<file path="src/rtl/sfpp_reconfig_master_0_p2b_encoder.sv">
// Packet-to-byte encoder.
// Each Avalon-ST beat is turned into a byte stream. The stream can hold an
// optional channel header, SOP/EOP markers and the payload byte. Any byte
// that collides with a special code is sent as ESC followed by the byte
// XOR 0x20. Output valid follows input valid with no added latency. The
// input beat is consumed only when its final data byte is accepted.
module sfpp_reconfig_master_0_p2b_encoder #(
  parameter int SEND_CHANNEL_ALWAYS = 0
) (
  input  logic       clk,
  input  logic       reset,
  input  logic       in_valid,
  output logic       in_ready,
  input  logic [7:0] in_data,
  input  logic       in_startofpacket,
  input  logic       in_endofpacket,
  input  logic [7:0] in_channel,
  output logic       out_valid,
  input  logic       out_ready,
  output logic [7:0] out_data
);

  localparam logic [7:0] SOP_BYTE  = 8'h7A;
  localparam logic [7:0] EOP_BYTE  = 8'h7B;
  localparam logic [7:0] CHAN_BYTE = 8'h7C;
  localparam logic [7:0] ESC_BYTE  = 8'h7D;
  localparam logic [7:0] ESC_XOR   = 8'h20;

  typedef enum logic [2:0] {
    P_START,
    P_CHAN,
    P_CHESC,
    P_CHVAL,
    P_SOP,
    P_EOP,
    P_DESC,
    P_DATA
  } phase_t;

  phase_t     phase_q, phase_d;
  logic       chan_sent_q, chan_sent_d;
  logic [7:0] last_channel_q, last_channel_d;

  phase_t     cur_phase;
  phase_t     next_phase;
  phase_t     data_phase;
  phase_t     tail_phase;
  logic       hdr_req;
  logic       ch_esc;
  logic       data_esc;
  logic       accept;

  // Decode the current beat and choose the byte to present.
  // P_START is never presented on its own. It is replaced by the first byte
  // the beat needs, so a new beat starts with no idle cycle.
  always_comb begin
    hdr_req  = in_startofpacket &&
               ((SEND_CHANNEL_ALWAYS != 0) || !chan_sent_q ||
                (in_channel != last_channel_q));
    ch_esc   = (in_channel >= SOP_BYTE) && (in_channel <= ESC_BYTE);
    data_esc = (in_data >= SOP_BYTE) && (in_data <= ESC_BYTE);

    data_phase = data_esc ? P_DESC : P_DATA;
    tail_phase = in_endofpacket ? P_EOP : data_phase;

    if (phase_q == P_START) begin
      if (hdr_req)               cur_phase = P_CHAN;
      else if (in_startofpacket) cur_phase = P_SOP;
      else                       cur_phase = tail_phase;
    end else begin
      cur_phase = phase_q;
    end

    next_phase = P_START;
    out_data   = '0;
    unique case (cur_phase)
      P_CHAN: begin
        out_data   = CHAN_BYTE;
        next_phase = ch_esc ? P_CHESC : P_CHVAL;
      end
      P_CHESC: begin
        out_data   = ESC_BYTE;
        next_phase = P_CHVAL;
      end
      P_CHVAL: begin
        out_data   = ch_esc ? (in_channel ^ ESC_XOR) : in_channel;
        next_phase = in_startofpacket ? P_SOP : tail_phase;
      end
      P_SOP: begin
        out_data   = SOP_BYTE;
        next_phase = tail_phase;
      end
      P_EOP: begin
        out_data   = EOP_BYTE;
        next_phase = data_phase;
      end
      P_DESC: begin
        out_data   = ESC_BYTE;
        next_phase = P_DATA;
      end
      P_DATA: begin
        out_data   = data_esc ? (in_data ^ ESC_XOR) : in_data;
        next_phase = P_START;
      end
      default: begin
        out_data   = '0;
        next_phase = P_START;
      end
    endcase

    out_valid = in_valid && !reset;
    in_ready  = (cur_phase == P_DATA) && out_ready && !reset;
    accept    = out_valid && out_ready;
  end

  // Compute the next phase and the channel-tracking state.
  // The channel is recorded only when its value byte is accepted.
  always_comb begin
    phase_d        = phase_q;
    chan_sent_d    = chan_sent_q;
    last_channel_d = last_channel_q;
    if (accept) begin
      phase_d = next_phase;
      if (cur_phase == P_CHVAL) begin
        chan_sent_d    = 1'b1;
        last_channel_d = in_channel;
      end
    end
  end

  // State registers with synchronous reset.
  always_ff @(posedge clk) begin
    if (reset) begin
      phase_q        <= P_START;
      chan_sent_q    <= 1'b0;
      last_channel_q <= '0;
    end else begin
      phase_q        <= phase_d;
      chan_sent_q    <= chan_sent_d;
      last_channel_q <= last_channel_d;
    end
  end

endmodule

</file>
<file path="config.mk">
export PLATFORM = sky130hd
export DESIGN_NAME = sfpp_reconfig_master_0_p2b_encoder
export DESIGN_NICKNAME = d
export VERILOG_FILES = /design/src/rtl/sfpp_reconfig_master_0_p2b_encoder.sv
export SDC_FILE = /design/constraint.sdc
export NUM_CORES = 1
export LEC_CHECK = 0
export BUFFER_PORTS_ARGS = -buffer_cell sky130_fd_sc_hd__buf_2
export CORE_MARGIN = 2
export CORE_UTILIZATION = 29
export DETAILED_ROUTE_END_ITERATION = 8
export GPL_TIMING_DRIVEN = 0
export SLEW_MARGIN = 20
export SYNTH_ARGS = -nofsm -noshare
export SYNTH_HDL_FRONTEND = slang
export SYNTH_SLANG_ARGS = --single-unit
</file>
<file path="constraint.sdc">
create_clock -name clk -period 1.87 [get_ports clk]
set_clock_uncertainty 0.05 [all_clocks]
set_input_delay 0.0935 -clock clk [delete_from_list [all_inputs] [get_ports clk]]
set_output_delay 0.0935 -clock clk [all_outputs]
set_load 0.005 [all_outputs]
</file>
==> out/results.txt <==
status - finished, violations left
failing checks - negative setup slack
slowest CP cell - dfxtp_2
Worst-path clk slew - 0.09 ns
register area - 241.5 µm²
Synth top cells by count - nor2_1, dfxtp_1, nand2_1
worst path arrival time - 2.03 ns
period utilization - 116.4%
Die Area - 3924 µm²
Worst EP required - 1.73 ns
Max Cap Viol - 0
FF-to-FF Start - last_channel_q[7]
Die Ht - 62.64 µm
worst min path class - input port to flip-flop
sequential element share of the synthesized area - 24.09%
DRT Pass-1 Iters - 4
fin nets - 186
WHS - 0.06099 ns
WS Path Type - flip-flop to output pin
min Tclk post-route - 2.176 ns
unrepaired setup endpoints after global routing - yes
Placer Congestion - 0.8611
cell taking the most area after synthesis - dfxtp_1
layout cells sized above 1 - 38.04%
PortBufs - 31
vias in the first global route - 1,005
multi-input logic area - 749.5 µm²
total global routing overflow - 0
Area Growth Syn to Fin - 36.51%
most common cell in the synthesized netlist - nor2_1
warning count from the yosys run - 0
Least-Margin Pin Slew - 0.3974 ns
Lkg Pwr - 0.6386 nW
Area contributors post-synth - dfxtp_1, mux2i_1, xor2_1, nor2_1, nand2_1
Clock Tree Buf Depth - 2
Routed WL - 2776 µm
Non-Filler Instances - 209
WHS Endpoint - last_channel_q[0]
CTS H-Tree Depth - 1
# IOs - 32
VDD IR max - 0.3530 mV
Reg2Reg Depth - 8
# DRC - 0
setup violators final - 18
pwr dens - 638.6 nW/µm²
Synth top area share - 24.09%
number of flops mapped to enable cells by yosys - 0
Final ANT Viol Nets - 0
Initial Utilization - 30.12%
syn_area_per_cell - 8.241 µm²
Synth Register Bits - 12
PnR worst setup slack - -0.3062 ns
Final Hold Fails - 0
Cells after Synth - 121
Main synth FF type - dfxtp_1
R2R setup slack - -0.07 ns
Post-Route Setup TNS - -2.603 ns
Async SR Flop Fraction - 0%
initial antenna violation count - 0
Core Rows - 21
via count - 1,085
Worst Path Buf+Inv - 2
worst-path cell chain - xor2_1 -> nor4_2 -> and3_4 -> a21oi_4 -> buf_6 -> or3_1 -> o21ai_1 -> buf_2
Placed Cells - 198
clock insertion delay at the later pin of the skew report - 0.28 ns
CTS sink cnt - 12
first-pass GRT wire length - 4388 µm
Initial DRC Count - 34
startpoint types - flip-flop
CTS tree - done
CP delay by family, top - simple AND/OR/NAND/NOR gates
worst-path fanout max - 5
number of fill cells - 367
Synth cell types - 43
Synth Cell Area - 997.2 µm²
Final Max Slew Viols - 0
CP peak stage delay - 0.33 ns
Die X - 62.64 µm
via density per instance - 5.191
clock root buffer - clkbuf_4
diodes inserted - 0
largest net degree at the start of global routing - 11
Hold Path Origin - in_channel[0]
syn_nets - 143
Total Routing Usage GR - 13.83%
FMAX - 0.4595 GHz
Worst setup EP type - output pin
cts hold-fix bufs - 0
routed length per instance - 13.28 µm
R2R Path End - phase_q[1]
worst hold stages - 3
CORE AREA - 3311 µm²
Max-Slew Margin vs Limit - 73.42%
TritonCTS Buffers - 3
Detail Placement HPWL - 2062 µm
-- power by group --
group	switching [W]	leakage, nW	internal [W]
clock network	0.0000985	0.0210	0.000118
logic	0.000198	0.520	0.000179
registers	0.0000108	0.0978	0.000265
-- tightest hold or removal path, cell delays in order --
cell and delay [ns]:
buf_2 0.11, mux2i_1 0.07, nor2_1 0.08
-- registers in the layout (all words and copies together), names as in the netlist --
signal          count
last_channel_q      8
phase_q             3
chan_sent_q         1
-- metrics by stage --
| stage | utilization, % | worst slack (ns) | total power (W) | cell area, µm² |
|---|---|---|---|---|
| 6_report | 41.12 | -0.3062 | 0.0008693 | 1361 |
| 5_1_grt | 41.12 | -0.4174 | 0.0009283 | 1361 |
| 4_1_cts | 40.29 | -0.3516 | 0.0008586 | 1334 |
| 3_5_place_dp | 36.55 | -0.1147 | 0.0005932 | 1210 |
| 3_3_place_gp | 36.55 | -0.09901 | 0.0005872 | 1210 |
| 2_1_floorplan | - | 0.1272 | 0.0004828 | 997.2 |
-- worst max-delay path by stage --
stage,startpoint,to,slack [ns],depth (start not counted)
after floorplan,last_channel_q[7],out_data[0],0.13,7
after global placement,last_channel_q[7],out_data[0],-0.1,8
after detailed placement,last_channel_q[7],out_data[0],-0.11,8
after CTS,last_channel_q[7],out_data[0],-0.35,8
after global routing,last_channel_q[7],out_data[0],-0.42,8
final,last_channel_q[7],out_data[0],-0.31,8
-- layout by cell type, fill, tap and decap left out, types with 4 or more instances in the layout --
cell type and count:
a21oi_1 4, buf_2 31, buf_4 6, buf_6 4, dfxtp_1 11, mux2i_1 8
nand2_1 10, nand3b_1 4, nand4_1 4, nor2_1 17, xor2_1 9
-- cell type report --
cell class / instances / share of cell area [%]
multi-input cells: 102 / 55.05
well taps: 46 / 4.228
plain buffers: 5 / 4.228
repair buffers: 38 / 15.53
clock buffers: 4 / 2.665
inverters: 2 / 0.5515
flip-flops and latches: 12 / 17.74
-- logic make-up after synthesis --
family	share of synthesized area, %
and+or+nand+nor	31.37
DFF	24.09
muxes	8.030
xor gates and xnor gates	9.662
AOI/OAI and AO/OA	20.33
buffers and inverters	6.524
-- what timing repair did --
item | 4_1_cts | 5_1_grt
buffers inserted | 6 | 0
pin swaps | 8 | 3
setup endpoints to repair | 10 | 20
gates resized for setup | 8 | 5
gates cloned | 0 | 1
-- metal layers --
layer | vias to the layer above | global-route usage (%) | routed length (µm)
li1 | 528 | - | -
met1 | 510 | 16.06 | 1190
met2 | 37 | 23.79 | 1376
met3 | 10 | 2.703 | 111
met4 | 0 | 7.500 | 97
met5 | - | 0 | 0
(Power assumes the default switching activity.)
